<file path="src/rtl/dt_pkg.sv">
// dt_pkg: shared FSM state type, node-word layout and node-word struct for the
// sequential decision-tree evaluator. Layout constants describe the default
// configuration (8 features of 6 bits, 32 nodes); the top recomputes the same
// layout from its own parameters.
package dt_pkg;

  localparam int unsigned DT_N_FEAT  = 8;
  localparam int unsigned DT_FEAT_W  = 6;
  localparam int unsigned DT_N_NODES = 32;
  localparam int unsigned DT_CLASS_W = 5;

  // Field widths
  localparam int unsigned DT_FIDX_W = $clog2(DT_N_FEAT);
  localparam int unsigned DT_ADDR_W = $clog2(DT_N_NODES);

  // Field offsets, LSB first: right, left, thr, feat_idx, is_leaf
  localparam int unsigned DT_RIGHT_OFF = 0;
  localparam int unsigned DT_LEFT_OFF  = DT_RIGHT_OFF + DT_ADDR_W;
  localparam int unsigned DT_THR_OFF   = DT_LEFT_OFF + DT_ADDR_W;
  localparam int unsigned DT_FIDX_OFF  = DT_THR_OFF + DT_FEAT_W;
  localparam int unsigned DT_LEAF_OFF  = DT_FIDX_OFF + DT_FIDX_W;
  localparam int unsigned DT_NODE_W    = DT_LEAF_OFF + 1;

  typedef enum logic [1:0] {
    StIdle,
    StWalk,
    StDone
  } dt_state_e;

  // Bit-for-bit image of a node word in the default configuration
  typedef struct packed {
    logic                 is_leaf;
    logic [DT_FIDX_W-1:0] feat_idx;
    logic [DT_FEAT_W-1:0] thr;
    logic [DT_ADDR_W-1:0] left;
    logic [DT_ADDR_W-1:0] right;
  } dt_node_t;

  // Node-word width for an arbitrary configuration
  function automatic int unsigned node_width(input int unsigned n_feat,
                                             input int unsigned feat_w,
                                             input int unsigned n_nodes);
    return 1 + $clog2(n_feat) + feat_w + 2 * $clog2(n_nodes);
  endfunction

endpackage

</file>
<file path="src/rtl/dt_node_ram.sv">
// dt_node_ram: node table, one synchronous write port and one asynchronous
// read port. Contents are deliberately not reset.
module dt_node_ram #(
  parameter int unsigned DEPTH = 32,
  parameter int unsigned WIDTH = 20,
  localparam int unsigned AW   = $clog2(DEPTH)
) (
  input  logic             clk,
  input  logic             we,
  input  logic [AW-1:0]    waddr,
  input  logic [WIDTH-1:0] wdata,
  input  logic [AW-1:0]    raddr,
  output logic [WIDTH-1:0] rdata
);

  logic [WIDTH-1:0] mem [DEPTH];

  // Write port
  always_ff @(posedge clk) begin
    if (we) begin
      mem[waddr] <= wdata;
    end
  end

  assign rdata = mem[raddr];

endmodule

</file>
<file path="src/rtl/dt_seq_eval.sv">
// dt_seq_eval: walks a decision tree stored in a node table, one node per
// cycle, from the root at address 0 until a leaf, a bad feature index or the
// depth limit ends the inference.
// Build option: define DT_PERF_CNT_EN to add perf_cnt, a saturating 16-bit
// count of completed result handshakes.
module dt_seq_eval
  import dt_pkg::*;
#(
  parameter int unsigned N_FEAT    = 8,
  parameter int unsigned FEAT_W    = 6,
  parameter int unsigned N_NODES   = 32,
  parameter int unsigned CLASS_W   = 5,
  parameter int unsigned DEPTH_MAX = 16,
  localparam int unsigned FIDX_W   = $clog2(N_FEAT),
  localparam int unsigned ADDR_W   = $clog2(N_NODES),
  localparam int unsigned NODE_W   = node_width(N_FEAT, FEAT_W, N_NODES)
) (
  input  logic                     clk,
  input  logic                     rst_n,
  input  logic                     in_valid,
  output logic                     in_ready,
  input  logic [N_FEAT*FEAT_W-1:0] in_feat,
  input  logic                     cfg_we,
  input  logic [ADDR_W-1:0]        cfg_addr,
  input  logic [NODE_W-1:0]        cfg_data,
  output logic                     out_valid,
  input  logic                     out_ready,
  output logic [CLASS_W-1:0]       out_class,
  output logic                     out_err
`ifdef DT_PERF_CNT_EN
  ,
  output logic [15:0]              perf_cnt
`endif
);

  // Node-word layout for this configuration
  localparam int unsigned RIGHT_OFF = 0;
  localparam int unsigned LEFT_OFF  = RIGHT_OFF + ADDR_W;
  localparam int unsigned THR_OFF   = LEFT_OFF + ADDR_W;
  localparam int unsigned FIDX_OFF  = THR_OFF + FEAT_W;
  localparam int unsigned LEAF_OFF  = FIDX_OFF + FIDX_W;
  localparam int unsigned DCNT_W    = $clog2(DEPTH_MAX + 1);

  dt_state_e                state_q, state_d;
  logic [N_FEAT*FEAT_W-1:0] feat_q, feat_d;
  logic [ADDR_W-1:0]        addr_q, addr_d;
  logic [DCNT_W-1:0]        depth_q, depth_d;
  logic [CLASS_W-1:0]       class_q, class_d;
  logic                     err_q, err_d;

  logic [NODE_W-1:0]        node_word;
  logic                     node_leaf;
  logic [FIDX_W-1:0]        node_fidx;
  logic [FEAT_W-1:0]        node_thr;
  logic [ADDR_W-1:0]        node_left;
  logic [ADDR_W-1:0]        node_right;
  logic [FEAT_W-1:0]        feat_sel;
  logic                     fidx_bad;
  logic                     ram_we;
  logic                     accept;

  // Table writes only land while idle; a write coinciding with acceptance
  // completes on the same edge, so the walk that follows sees it.
  assign ram_we = cfg_we && (state_q == StIdle);

  dt_node_ram #(
    .DEPTH (N_NODES),
    .WIDTH (NODE_W)
  ) u_node_ram (
    .clk   (clk),
    .we    (ram_we),
    .waddr (cfg_addr),
    .wdata (cfg_data),
    .raddr (addr_q),
    .rdata (node_word)
  );

  assign node_leaf  = node_word[LEAF_OFF];
  assign node_fidx  = node_word[FIDX_OFF +: FIDX_W];
  assign node_thr   = node_word[THR_OFF +: FEAT_W];
  assign node_left  = node_word[LEFT_OFF +: ADDR_W];
  assign node_right = node_word[RIGHT_OFF +: ADDR_W];
  assign fidx_bad   = (int'(node_fidx) >= int'(N_FEAT));

  // Pick the feature addressed by the current node
  always_comb begin
    feat_sel = '0;
    for (int i = 0; i < N_FEAT; i++) begin
      if (node_fidx == FIDX_W'(i)) begin
        feat_sel = feat_q[i*FEAT_W +: FEAT_W];
      end
    end
  end

  // Reset gates in_ready so nothing is accepted while rst_n is low
  assign in_ready  = (state_q == StIdle) && rst_n;
  assign accept    = in_valid && in_ready;
  assign out_valid = (state_q == StDone);
  assign out_class = class_q;
  assign out_err   = err_q;

  // Next-state and datapath updates
  always_comb begin
    state_d = state_q;
    feat_d  = feat_q;
    addr_d  = addr_q;
    depth_d = depth_q;
    class_d = class_q;
    err_d   = err_q;
    unique case (state_q)
      StIdle: begin
        if (accept) begin
          state_d = StWalk;
          feat_d  = in_feat;
          addr_d  = '0;
          depth_d = DCNT_W'(1);
        end
      end
      StWalk: begin
        if (node_leaf) begin
          class_d = node_thr[CLASS_W-1:0];
          err_d   = 1'b0;
          state_d = StDone;
        end else if (fidx_bad || (depth_q == DCNT_W'(DEPTH_MAX))) begin
          // Last allowed visit was not a leaf, or the node is malformed
          class_d = '0;
          err_d   = 1'b1;
          state_d = StDone;
        end else begin
          addr_d  = (feat_sel <= node_thr) ? node_left : node_right;
          depth_d = depth_q + DCNT_W'(1);
        end
      end
      StDone: begin
        if (out_ready) begin
          state_d = StIdle;
        end
      end
      default: begin
        state_d = StIdle;
      end
    endcase
  end

  // State and datapath registers
  always_ff @(posedge clk or negedge rst_n) begin
    if (!rst_n) begin
      state_q <= StIdle;
      feat_q  <= '0;
      addr_q  <= '0;
      depth_q <= '0;
      class_q <= '0;
      err_q   <= 1'b0;
    end else begin
      state_q <= state_d;
      feat_q  <= feat_d;
      addr_q  <= addr_d;
      depth_q <= depth_d;
      class_q <= class_d;
      err_q   <= err_d;
    end
  end

`ifdef DT_PERF_CNT_EN
  logic [15:0] perf_q;

  // Count completed result handshakes, sticking at all-ones
  always_ff @(posedge clk or negedge rst_n) begin
    if (!rst_n) begin
      perf_q <= '0;
    end else if (out_valid && out_ready && (perf_q != 16'hFFFF)) begin
      perf_q <= perf_q + 16'd1;
    end
  end

  assign perf_cnt = perf_q;
`endif

endmodule

</file>
<file path="config.mk">
export PLATFORM = sky130hd
export DESIGN_NAME = dt_seq_eval
export DESIGN_NICKNAME = d
export VERILOG_FILES = /design/src/rtl/dt_pkg.sv /design/src/rtl/dt_node_ram.sv /design/src/rtl/dt_seq_eval.sv
export SDC_FILE = /design/constraint.sdc
export NUM_CORES = 1
export LEC_CHECK = 0
export ABC_AREA = 1
export CAP_MARGIN = 20
export CORE_ASPECT_RATIO = 1.1
export CORE_MARGIN = 2
export CORE_UTILIZATION = 32
export DETAILED_ROUTE_END_ITERATION = 6
export SLEW_MARGIN = 20
export SYNTH_ARGS = -nofsm -noshare
export SYNTH_HDL_FRONTEND = slang
export SYNTH_SLANG_ARGS = --single-unit
</file>
<file path="constraint.sdc">
create_clock -name clk -period 4.3 [get_ports clk]
set_clock_uncertainty 0.1 [all_clocks]
set_input_delay 0.43 -clock clk [delete_from_list [all_inputs] [get_ports clk]]
set_output_delay 0.43 -clock clk [all_outputs]
set_load 0.01 [all_outputs]
</file>
After elaboration in Yosys (flattened, before gate mapping)

Memory sizes are Yosys's and may differ from the RTL's.
Cells that the tools add are included.

Input bits: 78
Word-level logic and storage cells: 63
Output and inout port bits: 8
Register bits after elaboration: 66
Memories kept: 1
Memory bits (writable): 640

Memories:

| name           | depth | width | rd ports | clocked after memory_dff | write ports | line              | RTL |
|---|---|---|---|---|---|---|---|
| u_node_ram.mem | 32    | 20    | 1        | 0                        | 1           | dt_node_ram.sv:16 | `logic [WIDTH-1:0] mem [DEPTH];` |

Reductions and logical operators: 11
Equality and inequality tests: 15
$add $sub $neg: 1
Order comparisons: 1
Muxes and demuxes: 28

Operators by type and width:

| kind                | count |
|---|---|
| $mux 6              | 8 |
| $mux 5              | 9 |
| $pmux 5 s2          | 2 |
| $eq 3x3->1 const B  | 4 |
| $mux 2              | 4 |
| $eq 3x2->1 const B  | 2 |
| $le 6x6->1          | 1 |
| $ne 2x2->1 const B  | 3 |
| $pmux 2 s3          | 1 |
| $add 5x1->5 const B | 1 |
| $eq 5x5->1 const B  | 1 |
| $mux 1              | 4 |
| $reduce_and 2->1    | 2 |
| $reduce_and 4->1    | 1 |
| $reduce_bool 2->1   | 2 |
| $eq 3x1->1 const B  | 1 |
| $logic_and 1x1->1   | 3 |
| $logic_not 3->1     | 1 |
| $ne 3x3->1 const B  | 1 |
| $reduce_and 3->1    | 1 |
| $eq 2x1->1 const B  | 1 |
| $eq 2x2->1 const B  | 1 |
| $logic_not 2->1     | 1 |
| $ne 2x1->1 const B  | 1 |

Longest topological paths before layout

Gate-level depths: netlist of the first run.
An unclocked memory read counts as a cell.

Depth in word-level cells: 15
Mapped depth: 29
Gate-level depth less buffers: 26

Modules after synthesis

Synthesis of the first run repeated with hierarchy kept, for this count alone.

Cell total of the unflattened synthesis: 2559
Area total of the unflattened synthesis: 29435.7 um^2

Modules (own cells, without submodules):

| module      | cells an instance | area an instance (um^2) | times used | sequential area each (um^2) |
|---|---|---|---|---|
| dt_node_ram | 2210              | 26118.8                 | 1          | 19218.4 |
| dt_seq_eval | 349               | 3316.9                  | 1          | 1651.6 |

Least setup slack after synthesis of the first run

No wires, ideal clock.

Path type: flip-flop to flip-flop
Start point: reg addr_q[0]
End point: reg addr_q[0]
Setup time: 0.076 ns
Arrival time: 3.187 ns
Path buffers: 6
Period minus slack after synthesis: 3.363 ns
Required time: 4.124 ns
Path slack: 0.937 ns
Stages on the path, launching flop included: 23
Cells stage by stage: dfrtp_1 buf_6 inv_6 buf_8 buf_6 buf_6 buf_4 buf_2 nor2_1 o221ai_1 nand3_1 a32o_1 ha_1 nand2_1 o21ai_0 a21oi_1 a31oi_1 inv_1 nand3_1 nand2_1 nor2_1 nand2_1 o21ai_1

Longest elaborated chain between the ends: 15
Elaborated cells on any way between the ends: 24
Those cells by class: 1 x order compare; 8 x eq/ne; 12 x mux; 2 x reduce/logical; 1 x memory

Ends and longest elaborated chain:

| item                     | line               | RTL |
|---|---|---|
| start: declaration       | dt_seq_eval.sv:46  | `logic [ADDR_W-1:0] addr_q, addr_d;` |
| start signal: assignment | dt_seq_eval.sv:157 | `addr_q <= addr_d;` |
| $mem_v2 32x20 *          | --                 |  |
| $logic_not 3->1          | dt_seq_eval.sv:89  | `if (node_fidx == FIDX_W'(i)) begin` |
| $mux 6 (8 in a row)      | dt_seq_eval.sv:89  |  |
| $le 6x6->1               | dt_seq_eval.sv:130 | `addr_d = (feat_sel <= node_thr) ? node_left : node_right;` |
| $mux 5                   | dt_seq_eval.sv:130 |  |
| $mux 5                   | dt_seq_eval.sv:124 | `end else if (fidx_bad \|\| (depth_q == DCNT_W'(DEPTH_MAX))) begin` |
| $mux 5                   | dt_seq_eval.sv:120 | `if (node_leaf) begin` |
| $pmux 5 s2               | dt_seq_eval.sv:110 | `unique case (state_q)` |

Mark *: on every way between the ends. The rest lies on a longest branch, timed or not. The select of a mux whose other input is x is not followed.
A chain may end at the register's enable or synchronous reset.

Final worst setup path of the first run

Start point: reg addr_q[1]
End point: reg addr_q[4]

The elaborated chain is that of the path after synthesis.

==> results of run 1 <==
-- worst max-delay path by stage --
stage              start   endpoint  slack [ns]  cells past startpoint
6_report       addr_q[1]  addr_q[4]        0.14                     19
5_1_grt        addr_q[0]  addr_q[4]      0.0008                     20
4_1_cts        addr_q[1]  addr_q[4]        0.06                     19
3_5_place_dp   addr_q[1]  addr_q[4]        0.10                     19
3_3_place_gp   addr_q[1]  addr_q[4]        0.14                     19
2_1_floorplan  addr_q[0]  addr_q[0]        0.94                     22
-- routing by layer --
metal / GRT usage [%] / vias to the layer above
li1: - / 8423
met1: 22.2 / 9576
met2: 29.6 / 890
met3: 2.57 / 157
met4: 6.53 / 4
met5: 0 / -
-- flip-flops by register name (all words and copies together) (netlist names) --
| name | cells |
|---|---|
| feat_q | 48 |
| depth_q | 5 |
| out_err | 1 |
| state_q | 2 |
| u_node_ram.mem | 640 |
| out_class | 5 |
| addr_q | 5 |
-- power by group --
part / switching, W / internal (W) / total (W)
Combinational: 0.00482 / 0.00244 / 0.00725
Clock: 0.00268 / 0.00376 / 0.00644
Sequential: 0.000265 / 0.00787 / 0.00813
-- cells in the final DEF (no fill, tap or decap), types with 3 or more instances in the layout --
cell type,n
dfrtp_4,3
o21ai_1,17
bufinv_16,9
dfrtp_1,63
buf_4,87
clkinvlp_4,3
nand4_1,16
buf_16,3
clkinv_2,10
o211ai_1,18
nand2_2,7
o22ai_1,26
o221ai_1,50
edfxtp_1,640
buf_2,6
o21ai_0,163
nand2_1,375
a221o_1,15
clkinv_1,14
nor2_1,190
inv_6,7
a32oi_1,4
clkbuf_1,9
inv_1,37
a21oi_1,79
a22o_1,3
nor2_2,36
ha_1,8
clkbuf_16,75
clkdlybuf4s50_1,79
a32o_1,12
mux2_2,40
a31oi_1,7
clkbuf_8,5
nand3_1,245
a221oi_1,7
buf_12,3
-- through the flow --
step	instances	hold WS (ns)	worst slack, ns
final	3563	0.228	0.142
after global routing	3563	0.246	0.000844
after CTS	3560	0.240	0.0551
after detailed placement	3427	0.384	0.100
after global placement	3427	0.378	0.140
after floorplan	2223	0.0344	0.937
-- kinds of logic (layout without fill, tap and decap cells) --
| family | after synthesis | after routing |
|---|---|---|
| muxes | 40 | 40 |
| buffers and inverters | 187 | 357 |
| adders and majority gates | 8 | 8 |
| DFF | 706 | 706 |
| and+or+nand+nor | 877 | 877 |
| AOI/OAI and AO/OA | 405 | 405 |
-- what timing repair did --
item	4_1_cts	5_1_grt
setup endpoints to repair	0	4
resized for setup	0	13
endpoints found under the hold margin	24	0
buffers inserted	0	1
hold buffers	1	0
-- final cells by class --
cell class | instances | area (sq um) | share of cell area (%)
clock buffer | 87 | 1930 | 5.76
clock inverter | 45 | 489 | 1.46
inverter | 41 | 175 | 0.523
multi-input combinational | 1330 | 6840 | 20.4
sequential | 706 | 20900 | 62.4
tap | 1170 | 1460 | 4.37
timing repair buffer | 184 | 1710 | 5.10
==> run summary, run 1 <==
status = finished clean
dominant cell type by area after synthesis = edfxtp_1
final setup TNS = 0 ns
initial antenna violation count = 2
Rel. slew slack = 27.2%
async set or reset register ratio after synthesis = 9.35%
Worst Hold Class = input pin to register
clock-pin transition on the worst setup and hold timing paths = 0.06 ns
power density over the cells = 652 nW/um^2
Seq/Total Area, Yosys = 72.8%
Synth Flop Type = edfxtp_1
ant diodes = 0
TritonCTS clock tree = done
worst-path maximum fanout = 32
combinational family with the most area after synthesis = simple AND/OR/NAND/NOR gates
die area = 92100 sq um
clock root buffer = clkbuf_16
routed wire length on met3 = 6240 um
Seq cells post-synth = 706
CP required = 4.73 ns
cts bufs inserted = 73
Clock Path Buffers = 3
synth-to-layout area growth = 16.7%
Max Cap Viol = 0
CTS sink cnt = 706
largest cells by area after synthesis = edfxtp_1, dfrtp_1, nand2_1, nand3_1, nor2_1
IO buf count = 85
Worst IR Drop VDD = 0.725 mV
Final Wtd Congestion = 0.817
vias per inst = 5.35
mux contribution to synthesized area = 1.57%
Final min period = 4.16 ns
Die Ht = 318 um
commonest cells in the netlist = edfxtp_1, nand2_1, nand3_1, nor2_1, o21ai_0
Die Width = 289 um
Syn Nets = 2309
number of library cell types mapped by synthesis = 40
initial DRC count = 2247
gr usage total = 17.4%
Post-synth EDFFs = 640
Top delay family on crit path = compound AO/OA/AOI/OAI gates
drt first pass iters = 6
adder-cell share of the synthesized area = 0.349%
CP max stage delay = 0.54 ns
post-route ant nets = 0
Placed Area = 31000 sq um
row count = 115
first-pass GRT wire length = 119000 um
DRT Wirelength = 82000 um
Crit Path Class = register to register
DP Wirelength = 47200 um
reg-to-reg setup timing slack = 0.14 ns
cell leakage power = 11.5 nW
cell with the largest stage delay on the worst path = dfrtp_4
Final Hold Viols = 0
Layout Utilization = 37.6%
fillers = 8261
post-synthesis compound-gate area fraction = 8.71%
wl on met1 = 32100 um
Final setup viols = 0
DR top layer = met5
Routed WL per cell = 23.0 um
vias in the first global route = 18300
crit-path cells = inv_6, buf_8, o21ai_0, o221ai_1, nand3_1, a32oi_1, buf_4, inv_1, ha_1, nand2_1, o21ai_0, a21oi_1, a31oi_1, buf_4, buf_12, o211ai_1, nand2_1, o21ai_1, a22oi_1
Slew Viols, Final = 0
I/O pin total = 86
post-route total power = 0.0218 W
post-synthesis xor/xnor area fraction = 0%
Design Area, Final = 33500 sq um
Worst R2R Start = addr_q[1]
Synth Area per Inst = 12.9 sq um
CP Buf/Inv Count = 6
R2R cell count = 19
Worst Setup End Kind = register
largest net degree at the start of global routing = 97
Worst Hold Endpoint = u_node_ram.mem[26][4]
grt total ovfl = 0
Post-Synthesis Cell Area = 28700 sq um
RSZ-0062 raised after global routing = false
Core ar. = 89100 sq um
fin crit share = 96.7%
Starting Density = 32.2%
hold path start = cfg_data[4]
startpoint types = register
hold path depth = 1
metal2 WL = 41200 um
cell with the most instances after synthesis = edfxtp_1
Via Count = 19100
Ys Warns = 0
Worst EP arrival = 4.59 ns
clk_lat worst skew = 0.63 ns
drt drc = 0
R2R Path End = addr_q[4]
FMAX = 241 MHz
top-area cell type share of the netlist area = 67.0%
Slew @ Worst Pin = 1.09 ns
post-synthesis cell count = 2223
Post-Synth Simple-Gate Area = 12.9%
Final nets = 2422
H-Tree Level Count = 3
share of cells above drive strength 1 = 12.9%
Power figures use the tool's default switching activity.
==> run 2: changes to the inputs <==
- CTS_CLUSTER_SIZE: not set -> 28
- clock period: 4.3 -> 3.8 ns (I/O delays scaled with it)
==> run 2 against run 1 <==
  * The flow now finishes with violations (negative setup slack)
  * Power is 23% higher
  * Wire length increased by 2.5%
  * Die area unchanged
  * Global-route usage rose by 0.41 points
  * Utilization rose by 1.3 points
  * First-iteration DRC count fell by 11%
  * Combinational power increased by 42%
  * Cell area grew 3.4%
  * Clock power increased by 14%
  * Fmax grew 8.3%
  * Final cell count rose by 2.2%
==> run summary, run 2 (same netlist as run 1, synthesis figures left out) <==
status = finished with violations
violated checks = negative setup slack
FMAX = 260 MHz
first-pass GRT wire length = 123000 um
Core ar. = 89100 sq um
R2R cell count = 27
Final min period = 3.84 ns
power density over the cells = 774 nW/um^2
Design Area, Final = 34600 sq um
IO buf count = 85
gr usage total = 17.8%
Multi-input gate area = 7120 sq um
grt total ovfl = 0
Die Ht = 318 um
reg-to-reg setup timing slack = -0.04 ns
initial antenna violation count = 3
CTS sink cnt = 706
hold path start = cfg_data[14]
drt first pass iters = 5
share of cells above drive strength 1 = 18.3%
Final setup viols = 2
Crit Path Class = register to register
Worst Setup End Kind = register
Worst R2R Start = addr_q[0]
Placed Area = 31600 sq um
fillers = 8202
R2R Path End = addr_q[0]
Top delay family on crit path = simple AND/OR/NAND/NOR gates
most common cell after layout, fill and taps aside = edfxtp_1
Die Width = 289 um
hold path depth = 1
row count = 115
die area = 92100 sq um
post-route setup slack = -0.0406 ns
Slew @ Worst Pin = 1.11 ns
Rel. slew slack = 25.6%
DRT Wirelength = 84100 um
drt drc = 0
fin crit share = 101%
CP required = 4.15 ns
worst-path maximum fanout = 11
cts bufs inserted = 75
cell with the largest stage delay on the worst path = dfrtp_4
vias per inst = 5.37
Worst IR Drop VDD = 0.605 mV
Via Count = 19600
clock-pin transition on the worst setup and hold timing paths = 0.06 ns
vias in the first global route = 19000
RSZ-0062 raised after global routing = true
Max Cap Viol = 0
TritonCTS clock tree = done
Routed WL per cell = 23.1 um
H-Tree Level Count = 3
Largest regs = u_node_ram.mem x640, feat_q x48
startpoint types = register
Sequential cell area = 20900 sq um
max reg flops = 640
Biggest register = u_node_ram.mem
Worst Hold Endpoint = u_node_ram.mem[8][14]
CP Buf/Inv Count = 7
Starting Density = 32.2%
post-route total power = 0.0268 W
final setup TNS = -0.0668 ns
Worst EP arrival = 4.19 ns
cell leakage power = 12.0 nW
initial DRC count = 1989
Clock Path Buffers = 3
most used cell, CP = nand2_1
largest net degree at the start of global routing = 84
CP max stage delay = 0.50 ns
synth-to-layout area growth = 20.7%
Final nets = 2500
Final Hold Viols = 0
clock root buffer = clkbuf_16
I/O pin total = 86
Slew Viols, Final = 0
hold slack = 0.177 ns
Worst Hold Class = input pin to register
DP Wirelength = 50300 um
Final Wtd Congestion = 0.854
post-route ant nets = 0
clk_lat worst skew = 0.63 ns
most frequent cells in the layout = edfxtp_1, nand2_1, nand3_1
-- run 2: changes by cell type in the layout (fill, tap and decap cells not counted), moves of 8 or more --
cell / previous run / this run
nand2_1: 375 / 354
buf_12: 3 / 21
nand3_1: 245 / 227
nand3_2: 2 / 19
buf_4: 87 / 133
nand2_2: 7 / 24
buf_6: 1 / 9
-- run 2: worst max path at each step --
stage | depth (start not counted) | startpoint | end
finish | 27 | addr_q[0] | addr_q[0]
global placement | 20 | addr_q[0] | addr_q[0]
global route | 28 | addr_q[0] | addr_q[4]
detailed placement | 21 | addr_q[0] | addr_q[0]
CTS | 28 | addr_q[0] | addr_q[2]
floorplan | 22 | addr_q[0] | addr_q[0]
-- run 2: what timing repair did --
action / CTS / global route
resized for setup: 18 / 87
hold buffers: 1 / 0
buffers inserted: 3 / 9
endpoints found under the hold margin: 22 / 0
pin swaps: 5 / 43
endpoints found under the setup margin: 4 / 5
cloned: 2 / 7
-- run 2: report_power, final --
part           total [W]  switching (W)  leakage (nW)  internal, W
Sequential       0.00919       0.000289          6.55      0.00890
Combinational     0.0103        0.00620          4.29      0.00405
Clock            0.00736        0.00302          1.21      0.00434
Total             0.0268        0.00951          12.0       0.0173
-- run 2: area by class of cell --
cell class	count	area share (%)
Timing Repair Buffer	257	7.20
Sequential cell	706	60.3
Inverter	41	0.509
Multi-Input combinational cell	1330	20.6
Clock buffer	95	5.85
Tap cell	1170	4.23
Antenna cell	1	0.00723
Timing Repair inverter	3	0.0975
Clock inverter	39	1.26
-- run 2: stage by stage --
stage	worst slack, ns	cells	utilization, %
6_report	-0.0406	3642	38.9
5_1_grt	-0.236	3641	38.9
4_1_cts	0.00594	3626	38.4
3_5_place_dp	-0.169	3486	35.5
3_3_place_gp	-0.189	3486	35.5
2_1_floorplan	0.437	2223	-
-- run 2: per-layer routing --
| layer | global-route usage [%] | share of wire [%] | vias up |
|---|---|---|---|
| met2 | 29.5 | 48 | 978 |
| met3 | 3.47 | 8.4 | 206 |
| met5 | 0 | 0.029 | - |
| met4 | 6.15 | 3.4 | 4 |
| li1 | - | - | 8590 |
| met1 | 23.1 | 40 | 9777 |
-- run 2: worst reg2reg max path, stage by stage, from the launching register on --
cell       delay (ns)
dfrtp_4          0.50
buf_8            0.16
inv_12           0.10
buf_12           0.12
nand2_1          0.09
nand3_1          0.11
nand3_1          0.08
nand2_1          0.08
nand2_1          0.06
nand3_2          0.09
nand2_4          0.11
clkbuf_16        0.20
nand4_1          0.10
nand3_1          0.11
o22ai_2          0.14
nand4_1          0.11
ha_1             0.33
nand2_2          0.09
nor2_2           0.04
buf_4            0.12
a31oi_1          0.12
buf_4            0.20
buf_12           0.16
nand2_1          0.07
nor2_2           0.13
nor2_1           0.06
nand2_1          0.05
o21ai_1          0.07
